File: src/rtl/hazard_pkg.sv
// -----------------------------------------------------------------------------
// hazard_pkg
// Shared types and defaults for the hazard scoreboard.
//   state_e     : controller states (RUN, WAIT, ERR)
//   TIMEOUT_DEF : default number of WAIT cycles tolerated before ERR
//   CNT_W_DEF   : default width of the stall performance counter
// -----------------------------------------------------------------------------
package hazard_pkg;

  typedef enum logic [1:0] {
    RUN  = 2'd0,
    WAIT = 2'd1,
    ERR  = 2'd2
  } state_e;

  localparam int TIMEOUT_DEF = 255;
  localparam int CNT_W_DEF   = 16;

endpackage

File: src/rtl/hazard_wdog.sv
// -----------------------------------------------------------------------------
// hazard_wdog
// Watchdog counter for data-memory WAIT cycles.
// Ports:
//   clk_i      : clock, rising edge
//   rst_n_i    : synchronous active-low reset
//   cnt_en_i   : count one more WAIT cycle without acknowledge
//   clr_i      : clear the count (has priority over cnt_en_i)
//   expired_o  : count has reached TIMEOUT-1; one more unacknowledged
//                cycle means the access has timed out
// -----------------------------------------------------------------------------
module hazard_wdog
  import hazard_pkg::*;
#(
  parameter int TIMEOUT = TIMEOUT_DEF
) (
  input  logic clk_i,
  input  logic rst_n_i,
  input  logic cnt_en_i,
  input  logic clr_i,
  output logic expired_o
);

  // One extra code point so the count can step past TIMEOUT-1 on the
  // cycle the controller moves to ERR without wrapping.
  localparam int W = (TIMEOUT < 1) ? 1 : $clog2(TIMEOUT + 1);
  localparam logic [W-1:0] LAST = W'(TIMEOUT - 1);

  logic [W-1:0] cnt_q, cnt_d;

  always_comb begin
    cnt_d = cnt_q;
    if (clr_i) begin
      cnt_d = '0;
    end else if (cnt_en_i) begin
      cnt_d = cnt_q + 1'b1;
    end
  end

  always_ff @(posedge clk_i) begin
    if (!rst_n_i) begin
      cnt_q <= '0;
    end else begin
      cnt_q <= cnt_d;
    end
  end

  assign expired_o = (cnt_q == LAST);

endmodule

File: src/rtl/hazard_scoreboard.sv
// -----------------------------------------------------------------------------
// hazard_scoreboard
// Pipeline hazard controller: load-use stall, taken-branch flush and a
// data-memory freeze with timeout watchdog.
// Ports:
//   clk_i, rst_n_i          : clock (rising edge), synchronous active-low reset
//   ID_RS1addr_i/RS2addr_i  : source registers of the instruction in ID
//   ID_valid_i              : ID holds a real instruction
//   ID_EX_MemRead_i         : instruction in EX is a load
//   ID_EX_RDaddr_i          : destination register of the instruction in EX
//   Branch_i                : taken branch resolved in ID
//   Dmem_req_i, Dmem_ack_i  : MEM-stage access request / completion
//   PC_Write_o              : PC update enable
//   IF_ID_Write_o           : IF/ID register write enable
//   NoOp_o                  : insert a bubble into ID/EX
//   Flush_o                 : clear IF/ID
//   Freeze_o                : hold every pipeline register
//   Err_o                   : sticky memory timeout flag
//   Stall_cnt_o             : saturating count of cycles with PC_Write_o==0
// Build option:
//   HAZARD_PERF_CNT_EN      : when defined, the stall counter is built;
//                             otherwise Stall_cnt_o is tied to zero.
// -----------------------------------------------------------------------------
module hazard_scoreboard
  import hazard_pkg::*;
#(
  parameter int TIMEOUT = TIMEOUT_DEF,
  parameter int CNT_W   = CNT_W_DEF
) (
  input  logic             clk_i,
  input  logic             rst_n_i,
  input  logic [4:0]       ID_RS1addr_i,
  input  logic [4:0]       ID_RS2addr_i,
  input  logic             ID_valid_i,
  input  logic             ID_EX_MemRead_i,
  input  logic [4:0]       ID_EX_RDaddr_i,
  input  logic             Branch_i,
  input  logic             Dmem_req_i,
  input  logic             Dmem_ack_i,
  output logic             PC_Write_o,
  output logic             IF_ID_Write_o,
  output logic             NoOp_o,
  output logic             Flush_o,
  output logic             Freeze_o,
  output logic             Err_o,
  output logic [CNT_W-1:0] Stall_cnt_o
);

  state_e state_q;
  logic   err_q;
  logic   hazard;
  logic   freeze;
  logic   wd_en, wd_clr, wd_expired;

  // Load-use: the load in EX writes a register the ID instruction reads.
  // x0 is hard-wired zero, so a load targeting it never creates a hazard.
  always_comb begin
    hazard = ID_valid_i && ID_EX_MemRead_i && (ID_EX_RDaddr_i != 5'd0) &&
             ((ID_EX_RDaddr_i == ID_RS1addr_i) || (ID_EX_RDaddr_i == ID_RS2addr_i));
  end

  // Freeze is combinational so the pipeline holds in the very cycle the
  // memory fails to acknowledge, not one cycle late.
  always_comb begin
    case (state_q)
      RUN:     freeze = Dmem_req_i && !Dmem_ack_i;
      WAIT:    freeze = !Dmem_ack_i;
      default: freeze = 1'b1;
    endcase
  end

  assign wd_en  = (state_q == WAIT) && !Dmem_ack_i;
  assign wd_clr = (state_q != WAIT) || Dmem_ack_i;

  hazard_wdog #(
    .TIMEOUT (TIMEOUT)
  ) u_wdog (
    .clk_i     (clk_i),
    .rst_n_i   (rst_n_i),
    .cnt_en_i  (wd_en),
    .clr_i     (wd_clr),
    .expired_o (wd_expired)
  );

  // Controller FSM; ERR is left only through reset.
  always_ff @(posedge clk_i) begin
    if (!rst_n_i) begin
      state_q <= RUN;
      err_q   <= 1'b0;
    end else begin
      case (state_q)
        RUN: begin
          if (Dmem_req_i && !Dmem_ack_i) begin
            state_q <= WAIT;
          end
        end
        WAIT: begin
          if (Dmem_ack_i) begin
            state_q <= RUN;
          end else if (wd_expired) begin
            state_q <= ERR;
            err_q   <= 1'b1;
          end
        end
        default: begin
          state_q <= ERR;
          err_q   <= 1'b1;
        end
      endcase
    end
  end

  // Priority: freeze, then load-use stall, then branch flush. A branch that
  // collides with a stall is not flushed; ID is held and the branch is
  // presented again next cycle.
  always_comb begin
    PC_Write_o    = 1'b1;
    IF_ID_Write_o = 1'b1;
    NoOp_o        = 1'b0;
    Flush_o       = 1'b0;
    if (freeze) begin
      PC_Write_o    = 1'b0;
      IF_ID_Write_o = 1'b0;
    end else if (hazard) begin
      PC_Write_o    = 1'b0;
      IF_ID_Write_o = 1'b0;
      NoOp_o        = 1'b1;
    end else if (Branch_i) begin
      Flush_o       = 1'b1;
    end
  end

  assign Freeze_o = freeze;
  assign Err_o    = err_q;

`ifdef HAZARD_PERF_CNT_EN
  logic [CNT_W-1:0] stall_q, stall_d;

  // Saturates at all-ones so a long freeze never reads back as a small count.
  always_comb begin
    stall_d = stall_q;
    if (!PC_Write_o && (stall_q != {CNT_W{1'b1}})) begin
      stall_d = stall_q + 1'b1;
    end
  end

  always_ff @(posedge clk_i) begin
    if (!rst_n_i) begin
      stall_q <= '0;
    end else begin
      stall_q <= stall_d;
    end
  end

  assign Stall_cnt_o = stall_q;
`else
  assign Stall_cnt_o = '0;
`endif

endmodule

File: config.mk
export PLATFORM = sky130hd
export DESIGN_NAME = hazard_scoreboard
export DESIGN_NICKNAME = d
export VERILOG_FILES = /design/src/rtl/hazard_pkg.sv /design/src/rtl/hazard_wdog.sv /design/src/rtl/hazard_scoreboard.sv
export SDC_FILE = /design/constraint.sdc
export NUM_CORES = 1
export LEC_CHECK = 0
export CELL_PAD_IN_SITES_DETAIL_PLACEMENT = 0
export CELL_PAD_IN_SITES_GLOBAL_PLACEMENT = 1
export CORE_MARGIN = 2
export CORE_UTILIZATION = 26
export DETAILED_ROUTE_END_ITERATION = 12
export GPL_TIMING_DRIVEN = 0
export HOLD_SLACK_MARGIN = 0.08
export PLACE_DENSITY_LB_ADDON = 0.1
export SLEW_MARGIN = 40
export SYNTH_ARGS = -nofsm -noshare
export SYNTH_HDL_FRONTEND = slang
export SYNTH_HIERARCHICAL = 1
export SYNTH_SLANG_ARGS = --single-unit
File: constraint.sdc
create_clock -name clk_i -period 2.88 [get_ports clk_i]
set_clock_uncertainty 0.1 [all_clocks]
set_input_delay 0.864 -clock clk_i [delete_from_list [all_inputs] [get_ports clk_i]]
set_output_delay 0.864 -clock clk_i [all_outputs]
set_load 0.1 [all_outputs]
==> results by group <==
Placement
  • DP Area: 0.00116 mm²
  • GPL Wtd Cong: 0.732
  • Port bufs: 27
  • Pre-CTS setup slack: -0.923 ns
  • Hpwl dp: approximately 1400 µm

Setup path
  • CP endpoint kind: output pin
  • Cell mode on critical path: buf_8
  • Max incr delay on CP: 0.39 ns
  • Crit Path Class: in2out
  • Worst EP arrival: 2.20 ns
  • Crit path max-delay family: compound AO/OA/AOI/OAI gates
  • Cell Chain, Critical Path: buf_8 -> or3_4 -> o311a_4 -> a21oi_4 -> buf_8 -> buf_12
  • Critical path peak fanout: 3
  • WP data required: 1.92 ns
  • Startpoint Class: input port
  • CP Buf/Inv Count: 3
  • CP max-delay cell: or3_4

Logic synthesis
  • Netlist cell types: 27
  • Largest area contributor in the netlist: dfxtp_1
  • Syn. warnings: 6
  • Syn avg cell area: 8.21 µm²
  • Synth area leaders: dfxtp_1 29%, buf_4 17%, xnor2_1 12%, nor2_1 4.4%, xor2_1 3.4%
  • Post-synthesis register bit count: 11
  • Sequential-to-total area share from yosys stat: 28.5%
  • Mapped Area: slightly below 800 µm²
  • Yosys top cell area share: between 20% and 30%
  • Gate Count Post-Synth: 94

Floorplanning
  • Die Ht: 58.5 µm
  • Number of cell rows: 19
  • Core area: 0.00278 mm²
  • Die area: 0.00342 mm²
  • DIE WIDTH: 58.5 µm
  • Starting Density: 27.8%
  • IO Count: 44

Status
  • Violated checks: negative setup slack
  • Status: finished with violations

Drt
  • DR WL/cell: 10.2 µm
  • Final ANT Viol Nets: 0
  • DRC viols: 0
  • Met3 WL post-DR: 176 µm
  • Met2 WL: 874 µm
  • Uppermost layer routed: met4
  • Met1 Routed Length: 680 µm
  • Initial drt markers: 8
  • Post-DR vias/cell: around 4.2
  • Routed wire length: 1770 µm
  • Pre-antenna DRT Iters: 2
  • Via count: between 700 and 800

Power
  • Leakage dissipation: roughly 0.00062 µW
  • Total power: 494 µW
  • PwrDens: 379 mW/mm²
  • VDD IR max: between 0.2 and 0.3 mV

STA
  • Final hold violation count: 0
  • Setup tns final: -0.888 ns
  • RSZ-0062 raised after global routing: yes
  • Final Cycle Share: 110%
  • Setup violations, final: 4
  • FMAX: roughly 0.32 GHz
  • Minimum clock period: approximately 3.2 ns
  • Crit path setup slack, layout: -0.280 ns
  • Slew Viols, Final: 0

Cells and area
  • Share of cells above drive strength 1: 28.9%
  • Final instance area: 0.00130 mm²
  • Syn-to-layout area delta: 68.9%
  • ANT cells: 0
  • Multi-input gate area: approximately 520 µm²
  • Final nets: 167
  • Reg area: 220 µm²
  • FILL cells: 284

Clocking
  • Clk buf depth: 2
  • Number of hold buffers added after cts: 0
  • Root buf cell: clkbuf_4
  • Clock H-tree levels: 1
  • Clock slew at reported path FFs: 0.07 ns
  • CTS buffer count: 3
  • Clk_lat worst skew: 0.27 ns
  • CTS tree: yes
  • Clock tree sinks: 11

Global route
  • Gr usage total: approximately 11%
  • First-pass GRT wire length: 2900 µm
  • Largest net degree at the start of global routing: 9
  • Initial antenna violation count: 0
  • Vias in the first global route: 687
  • GR Overflow Total: 0

Run
  • Max Cap Viol: 0

Hold path
  • Worst Hold Class: reg2reg
==> cells by family (layout without fill, tap and decap cells) <==
kind of cell	count (synthesis)	count (layout)	synth area share [%]
adders and majority gates	2	2	3.24
xor gates and xnor gates	14	14	15.9
buffers and inverters	22	55	19.1
and+or+nand+nor	30	30	20.4
AOI/OAI and AO/OA	14	14	12.3
other	1	16	0.486
DFF	11	11	28.5
==> path summary, 6_finish.rpt <==
path / start / cells after the start / to / slack, ns
setup / recovery: ID_EX_RDaddr_i[1] / 6 / PC_Write_o / -0.28
hold / removal: Err_o / 1 / Err_o / 0.39
setup reg to reg: state_q[1] / 7 / u_wdog/cnt_q[5] / 1.30
hold reg to reg: Err_o / 1 / Err_o / 0.39
==> power breakdown <==
group          total (µW)  switching, µW  leakage, µW  internal (µW)
clock                 105           51.1    0.0000150           53.7
sequential            153          0.556    0.0000887            153
combinational         236            159     0.000518           76.7
total                 494            211     0.000622            283
==> placed cells by master (no fill, tap or decap), types with 2 or more instances in the layout <==
master,instances
or3_1,3
buf_8,3
clkbuf_1,2
ha_1,2
nand3_1,5
clkdlybuf4s50_1,6
nand2_1,6
o21ai_0,3
buf_6,2
clkbuf_4,3
buf_4,17
dlygate4sd2_1,2
dfxtp_1,11
conb_1,16
buf_12,4
xor2_1,3
nor2_1,9
dlymetal6s2s_1,8
buf_2,3
nand4_1,2
a21oi_1,3
inv_1,3
xnor2_1,11
==> cells in the mapped netlist <==
master and count:
dfxtp_1 11, a211oi_1 1, o31a_1 1, nand2_1 6
nand4_1 2, nand3_1 5, a211oi_2 1, o22ai_1 1
xor2_1 3, a21oi_1 4, conb_1 1, o21a_1 1
nand4_2 1, ha_1 2, nor2_1 9, or3_1 4
and4b_1 1, o21bai_1 1, inv_1 3, nand2b_1 1
xnor2_1 11, buf_4 17, clkbuf_1 1, and3b_2 1
buf_2 1, o311a_1 1, o21ai_0 3
==> through the flow <==
stage | std cells | hold slack, ns | util, %
floorplan | 109 | 0.358 | -
global placement | 167 | 0.364 | 42.6
detailed placement | 167 | 0.377 | 41.6
CTS | 173 | 0.394 | 46.1
global route | 173 | 0.397 | 46.9
finish | 173 | 0.386 | 46.9
==> timing repair <==
item | in CTS | in global routing
gates cloned | 0 | 0
pin swaps | 8 | 13
endpoints found under the setup margin | 5 | 5
buffers inserted | 2 | 0
gates resized for setup | 43 | 12
==> layout make-up <==
class / count / share of cell area, %
multi-input combinational: 76 / 39.9
tap: 31 / 2.98
buffer: 19 / 11.0
inverter: 3 / 0.864
timing repair buffer: 29 / 26.3
sequential: 11 / 16.9
clock buffer: 4 / 2.02
==> worst register-to-register path: cells and delay by family (launching register included) <==
family | cells | cell delay (ns)
buffers and inverters | 2 | 0.22
AOI/OAI and AO/OA | 1 | 0.16
DFF | 1 | 0.33
and+or+nand+nor | 4 | 0.71
==> flip-flops by register name (all words and copies together) (netlist names) <==
| name | flops |
|---|---|
| state_q | 2 |
| Err_o | 1 |
| u_wdog/cnt_q | 8 |
==> metal layers <==
metal  track usage [%]  vias up
met4              5.98        0
li1                  -      379
met2              20.4       31
met5                 0        -
met3              2.42        5
met1              11.8      320
No activity file was read; power rests on OpenSTA's default activity.
